<file path="src/rtl/seg7_scan_ctrl.sv">
// seg7_scan_ctrl: eight-digit multiplexed 7-segment display controller.
// Two 4-digit banks are scanned in parallel. Data writes are staged in a
// pending register and only reach the display at a frame boundary, so a
// frame never mixes old and new digits. A control register adds
// leading-zero blanking, a blink gate on the digit enables, and a
// per-digit decimal point mask.
module seg7_scan_ctrl #(
   parameter int SCAN_DIV  = 100000,
   parameter int BLINK_DIV = 64
) (
   input  logic        clock,
   input  logic        reset,
   input  logic        seg_write,
   input  logic        seg_addr,
   input  logic [31:0] seg_wdata,
   output logic [3:0]  ena_r,
   output logic [3:0]  ena_l,
   output logic [7:0]  led_r,
   output logic [7:0]  led_l
);

   localparam int              PW         = $clog2(SCAN_DIV);
   localparam logic [PW-1:0]   PRESC_LAST = PW'(SCAN_DIV - 1);
   localparam logic [PW-1:0]   PRESC_ONE  = PW'(1);
   localparam logic [7:0]      FRAME_LAST = 8'(BLINK_DIV - 1);

   // Hex nibble to active-high segments a..g (bit0 = a).
   function automatic logic [6:0] hex_to_seg(input logic [3:0] nib);
      logic [6:0] seg;
      case (nib)
         4'h0:    seg = 7'h3F;
         4'h1:    seg = 7'h06;
         4'h2:    seg = 7'h5B;
         4'h3:    seg = 7'h4F;
         4'h4:    seg = 7'h66;
         4'h5:    seg = 7'h6D;
         4'h6:    seg = 7'h7D;
         4'h7:    seg = 7'h07;
         4'h8:    seg = 7'h7F;
         4'h9:    seg = 7'h6F;
         4'hA:    seg = 7'h77;
         4'hB:    seg = 7'h7C;
         4'hC:    seg = 7'h39;
         4'hD:    seg = 7'h5E;
         4'hE:    seg = 7'h79;
         4'hF:    seg = 7'h71;
         default: seg = 7'h00;
      endcase
      return seg;
   endfunction

   // Bit k set when digit k and every digit above it are zero; digit 0 is
   // never marked so a zero value still shows a single "0".
   function automatic logic [7:0] lead_zero_mask(input logic [31:0] value);
      logic [7:0] mask;
      mask = 8'h00;
      for (int k = 1; k < 8; k++) begin
         mask[k] = ((value >> (4 * k)) == 32'd0);
      end
      return mask;
   endfunction

   logic [PW-1:0] presc_r;
   logic [1:0]    idx_r;
   logic [7:0]    frame_cnt_r;
   logic          blink_phase_r;
   logic [31:0]   pending_r;
   logic [31:0]   display_r;
   logic          blank_en_r;
   logic          blink_en_r;
   logic [7:0]    dp_mask_r;

   logic          tc_s;
   logic          frame_s;
   logic          data_wr_s;
   logic          ctrl_wr_s;
   logic          blink_chg_s;
   logic [3:0]    dig_r_s;
   logic [3:0]    dig_l_s;
   logic [7:0]    zmask_s;
   logic          blank_r_s;
   logic          blank_l_s;
   logic [3:0]    ena_s;
   logic [7:0]    led_r_s;
   logic [7:0]    led_l_s;

   // Decode of scan events and write strobes.
   always_comb begin
      tc_s        = (presc_r == PRESC_LAST);
      frame_s     = tc_s && (idx_r == 2'd3);
      data_wr_s   = seg_write && !seg_addr;
      ctrl_wr_s   = seg_write && seg_addr;
      blink_chg_s = ctrl_wr_s && (seg_wdata[1] != blink_en_r);
   end

   // Prescaler and digit position; writes never stall the scan.
   always_ff @(posedge clock or negedge reset) begin
      if (!reset) begin
         presc_r <= '0;
         idx_r   <= 2'd0;
      end else if (tc_s) begin
         presc_r <= '0;
         idx_r   <= idx_r + 2'd1;
      end else begin
         presc_r <= presc_r + PRESC_ONE;
      end
   end

   // Pending/display staging; a write on the boundary cycle goes straight through.
   always_ff @(posedge clock or negedge reset) begin
      if (!reset) begin
         pending_r <= 32'd0;
         display_r <= 32'd0;
      end else begin
         if (data_wr_s) begin
            pending_r <= seg_wdata;
         end
         if (frame_s) begin
            display_r <= data_wr_s ? seg_wdata : pending_r;
         end
      end
   end

   // Control register: blanking, blink enable, decimal point mask.
   always_ff @(posedge clock or negedge reset) begin
      if (!reset) begin
         blank_en_r <= 1'b0;
         blink_en_r <= 1'b0;
         dp_mask_r  <= 8'h00;
      end else if (ctrl_wr_s) begin
         blank_en_r <= seg_wdata[0];
         blink_en_r <= seg_wdata[1];
         dp_mask_r  <= seg_wdata[15:8];
      end
   end

   // Blink timebase in frames; restarted whenever the blink enable changes.
   always_ff @(posedge clock or negedge reset) begin
      if (!reset) begin
         frame_cnt_r   <= 8'd0;
         blink_phase_r <= 1'b0;
      end else if (blink_chg_s) begin
         frame_cnt_r   <= 8'd0;
         blink_phase_r <= 1'b0;
      end else if (frame_s) begin
         if (frame_cnt_r == FRAME_LAST) begin
            frame_cnt_r   <= 8'd0;
            blink_phase_r <= !blink_phase_r;
         end else begin
            frame_cnt_r   <= frame_cnt_r + 8'd1;
         end
      end
   end

   // Next output values from current position, display and control state.
   always_comb begin
      dig_r_s   = display_r[{idx_r, 2'b00} +: 4];
      dig_l_s   = display_r[{1'b1, idx_r, 2'b00} +: 4];
      zmask_s   = lead_zero_mask(display_r);
      blank_r_s = blank_en_r && zmask_s[{1'b0, idx_r}];
      blank_l_s = blank_en_r && zmask_s[{1'b1, idx_r}];
      if (blink_en_r && blink_phase_r) begin
         ena_s = 4'b0000;
      end else begin
         ena_s = 4'b0001 << idx_r;
      end
      led_r_s = {dp_mask_r[{1'b0, idx_r}], blank_r_s ? 7'h00 : hex_to_seg(dig_r_s)};
      led_l_s = {dp_mask_r[{1'b1, idx_r}], blank_l_s ? 7'h00 : hex_to_seg(dig_l_s)};
   end

   // Output registers.
   always_ff @(posedge clock or negedge reset) begin
      if (!reset) begin
         ena_r <= 4'b0000;
         ena_l <= 4'b0000;
         led_r <= 8'h00;
         led_l <= 8'h00;
      end else begin
         ena_r <= ena_s;
         ena_l <= ena_s;
         led_r <= led_r_s;
         led_l <= led_l_s;
      end
   end

endmodule

</file>
<file path="config.mk">
export PLATFORM = sky130hd
export DESIGN_NAME = seg7_scan_ctrl
export DESIGN_NICKNAME = d
export VERILOG_FILES = /design/src/rtl/seg7_scan_ctrl.sv
export SDC_FILE = /design/constraint.sdc
export NUM_CORES = 1
export LEC_CHECK = 0
export ABC_AREA = 1
export CAP_MARGIN = 0
export CORE_UTILIZATION = 52
export CTS_BUF_LIST = sky130_fd_sc_hd__clkbuf_4 sky130_fd_sc_hd__clkbuf_8 sky130_fd_sc_hd__clkbuf_16
export DETAILED_ROUTE_END_ITERATION = 12
export GPL_ROUTABILITY_DRIVEN = 0
export GPL_TIMING_DRIVEN = 0
export PLACE_DENSITY = 0.77
export SYNTH_ARGS = -nofsm -noshare
export SYNTH_HDL_FRONTEND = slang
export SYNTH_SLANG_ARGS = --single-unit
</file>
<file path="constraint.sdc">
create_clock -name clock -period 1.9 [get_ports clock]
set_clock_uncertainty 0.15 [all_clocks]
set_input_delay 0.475 -clock clock [delete_from_list [all_inputs] [get_ports clock]]
set_output_delay 0.475 -clock clock [all_outputs]
set_load 0.01 [all_outputs]
</file>
==> results.md <==
* Status: finished, violations left
* Failing checks: DRC, setup timing
* Worst setup SP type: register
* # DRC at 10
* Number of DRC markers in iteration 0 at 451
* Setup crit start: idx_r[0]$_DFFE_PN0N_
* GRT Overall Usage at approximately a quarter
* Final nets at ~900
* Syn nets at between 700 and 800
* Total Wirelength at 15500 um
* Final Hold Viols at 0
* Period utilization at 106%
* Worst-path clk slew at 50 ps
* Largest net degree at the start of global routing at 77
* Multi-input gate area at approximately 3000 um2
* PortBufs at 59
* Syn Area/Cell at 8.34 um2
* Reg2reg start: idx_r[0]$_DFFE_PN0N_
* Area growth, synth to finish at 32.5%
* Final min period at 2010 ps
* Worst Tran Pin Value at 477 ps
* Worst Path Required at a little over 2000 ps
* Routed vias/inst at 5.41
* GRT Residual Overflow at 0
* Unrepaired setup endpoints after global routing: true
* Maximum capacitance violations at 0
* Fmax at 0.499 GHz
* Pre-Repair DR Iteration Count at 8
* Final WS setup at -105 ps
* Post-synthesis cell area at about 6200 um2
* Worst reg-to-reg path cell count at 12
* Die height at 111 um
* Worst min path class: reg -> reg
* Pleak at 4.29 nW
* Number of fill cells at 791
* Syn Inst Count at 742
* Placed Cells at 945
* Max Transition Viols Final at 0
* CP endpoint: led_r[3]$_DFF_PN0_
* Crit Path Class: reg -> reg
* Total CTS buffers at 17
* Per-cell routed wire length at 15.5 um
* CTS Root Cell: clkbuf_16
* Worst-skew pair later-pin latency at 430 ps
* Seq cells post-synth at 122
* Vias at 5406
* # diodes at 0
* IO Count at 60
* Share of cells above drive strength 1 at between 20% and 30%
* Non-filler cells, final at approximately 1000
* Die ar. at 12300 um2
* FP Rows at 39
* Die width at 111 um
* Setup crit end kind: register
* First-pass GRT wire length at 24200 um
* CTS tree: built
* Power Dens Cells at 783 nW/um2
* Clock Sinks at 122
* Register area at a little over 3000 um2
* Arrival @ worst endpoint at 2170 ps
* Clock Path Buffers at 2
* Initial core utilization at 53.8%
* Total power at 0.00643 W
* DP HPWL at 9740 um
* Crit-path max FO at 6
* # setup viols final at 11
* Count of cell types in the netlist at 35
* R2R Setup Slk at -110 ps
* Register area share after synthesis at 49.3%
* Vias in the first global route at 5215
* Core area at roughly 12000 um2
* RR Endpoint: led_r[3]$_DFF_PN0_
* Hold_ws at between 300 and 400 ps
* Worst VDD drop at 0.618 mV
* Ys Warns at 0
* CTS H-tree lvls at 4
* Routed Antenna Nets at 0
* Slew HR at 67.9%
* Initial antenna violation count at 0
state kept, by name (all words and copies together), names as in the netlist:
register / count
display_r: 32
pending_r: 32
presc_r: 17
dp_mask_r: 8
frame_cnt_r: 8
led_l: 8
led_r: 8
ena_l: 4
idx_r: 2
blank_en_r: 1
blink_en_r: 1
blink_phase_r: 1
metal layers:
| layer | global-route usage (%) | vias up | part of all wire (%) |
|---|---|---|---|
| li1 | - | 2539 | - |
| met1 | 31.6 | 2579 | 41 |
| met4 | 8.92 | 0 | 3.0 |
| met5 | 0 | - | 0 |
| met2 | 40.5 | 234 | 50 |
| met3 | 7.93 | 54 | 6.8 |
stage by stage:
stage	util [%]	setup slack, ps	area, um2	TNS [ps]
floorplan	-	-22.0	6200	-22.0
global placement	60.5	-4210	6970	-533680
detailed placement	60.8	-397	7000	-24340
CTS	67.8	-29.1	7810	-41.0
global route	71.2	-165	8200	-1550
finish	71.2	-105	8200	-653
kinds of logic (layout without fill, tap and decap cells):
logic type,Yosys count,count (layout),share of synthesized area [%]
AND/OR/NAND/NOR,361,361,24.2
AO/OA/AOI/OAI,83,83,8.65
XOR/XNOR,11,11,1.56
buffers and inverters,125,239,9.07
multiplexers,22,22,3.56
flip-flops,122,122,49.3
adder cells (fa/ha/maj),18,18,3.64
timing repair:
action | CTS | global route
setup endpoints to repair | 77 | 63
gates cloned | 1 | 1
hold buffers | 1 | 0
setup buffers | 15 | 6
endpoints found under the hold margin | 46 | 0
pin swaps | 20 | 23
resized for setup | 61 | 77
worst max-delay path, stage by stage (launching register included):
cell and delay (ps):
dfrtp_1 390, buf_6 150, buf_8 130, buf_8 130, o211ai_4 220, nand2_4 110
inv_4 90, ha_4 140, inv_2 50, nand2_2 80, nand2_1 80, a21oi_2 100
nor2_1 50
worst min path at each step:
| stage | from | to | slack, ps | depth (start not counted) |
|---|---|---|---|---|
| 2_1_floorplan | reset | blank_en_r$_DFFE_PN0P_ | 30 | 0 |
| 3_3_place_gp | presc_r[0]$_DFF_PN0_ | presc_r[0]$_DFF_PN0_ | 300 | 1 |
| 3_5_place_dp | reset | presc_r[14]$_DFF_PN0_ | 280 | 1 |
| 4_1_cts | presc_r[0]$_DFF_PN0_ | presc_r[0]$_DFF_PN0_ | 340 | 1 |
| 5_1_grt | pending_r[29]$_DFF_PN0_ | pending_r[29]$_DFF_PN0_ | 360 | 2 |
| 6_report | display_r[15]$_DFFE_PN0P_ | display_r[15]$_DFFE_PN0P_ | 340 | 2 |
where the power goes:
| group | internal, W | switching [W] | leakage (nW) |
|---|---|---|---|
| registers | 0.00275 | 0.0000802 | 1.39 |
| clock network | 0.00201 | 0.00111 | 0.290 |
| logic | 0.000198 | 0.000265 | 2.62 |
| total | 0.00497 | 0.00146 | 4.29 |
cells in the final DEF, fill, tap and decap left out, types with 3 or more instances in the layout:
cell type        instances
nand2_1                183
dfrtp_1                120
inv_1                   88
nor2_1                  74
clkdlybuf4s50_1         34
nand3_1                 29
buf_4                   23
dlygate4sd2_1           23
mux2i_1                 22
o21ai_2                 20
o21ai_0                 19
clkbuf_16               18
nand2_2                 16
nand3_2                 15
o21ai_1                 15
o21a_1                  11
nand4_1                 11
buf_6                   10
ha_1                    10
xor2_1                   9
nand2_4                  8
inv_2                    8
a21oi_1                  8
nor2_2                   7
ha_4                     6
clkinv_2                 6
clkbuf_4                 5
nand3_4                  4
inv_4                    3
buf_8                    3
nor2_4                   3
nor3_1                   3
a21boi_0                 3
synth_stat cells:
library cell  number  share of area, %
nor2_1            79               4.8
inv_2              3              0.18
nand4_1           11               1.1
a21boi_0           3              0.36
xnor2_1            2              0.28
dfrtp_1          122                49
buf_1              1             0.061
inv_1             96               5.8
inv_4              1              0.10
nand2_1          205                12
nor2_4             1              0.18
a21oi_1           10              0.81
nand3b_1           2              0.24
o21a_1            11               1.3
o21ai_1           14               1.1
buf_6              8               1.5
xor2_1             9               1.3
nor2_2             4              0.40
clkbuf_1           4              0.24
o211ai_2           1              0.20
mux2i_1           22               3.6
or2_2              2              0.20
a31o_2             1              0.14
nor3_1             5              0.40
ha_1              18               3.6
nor4_1             1              0.10
nand3_2            1              0.16
buf_2              6              0.49
o21ai_0           22               1.8
buf_4              6              0.73
o22ai_1            2              0.20
o21ai_2           19               2.7
nand2_4            1              0.18
nand3_1           47               3.8
nand2_2            2              0.20
area by class of cell:
class / count / share of cell area (%)
Inverter: 100 / 4.76
Tap cell: 143 / 2.18
Clock buffer: 22 / 5.80
Multi-Input combinational cell: 495 / 35.9
Clock inverter: 9 / 1.19
Sequential cell: 122 / 37.2
Timing Repair Buffer: 83 / 10.1
Buffer: 25 / 2.82
No activity file was read; power rests on OpenSTA's default activity.
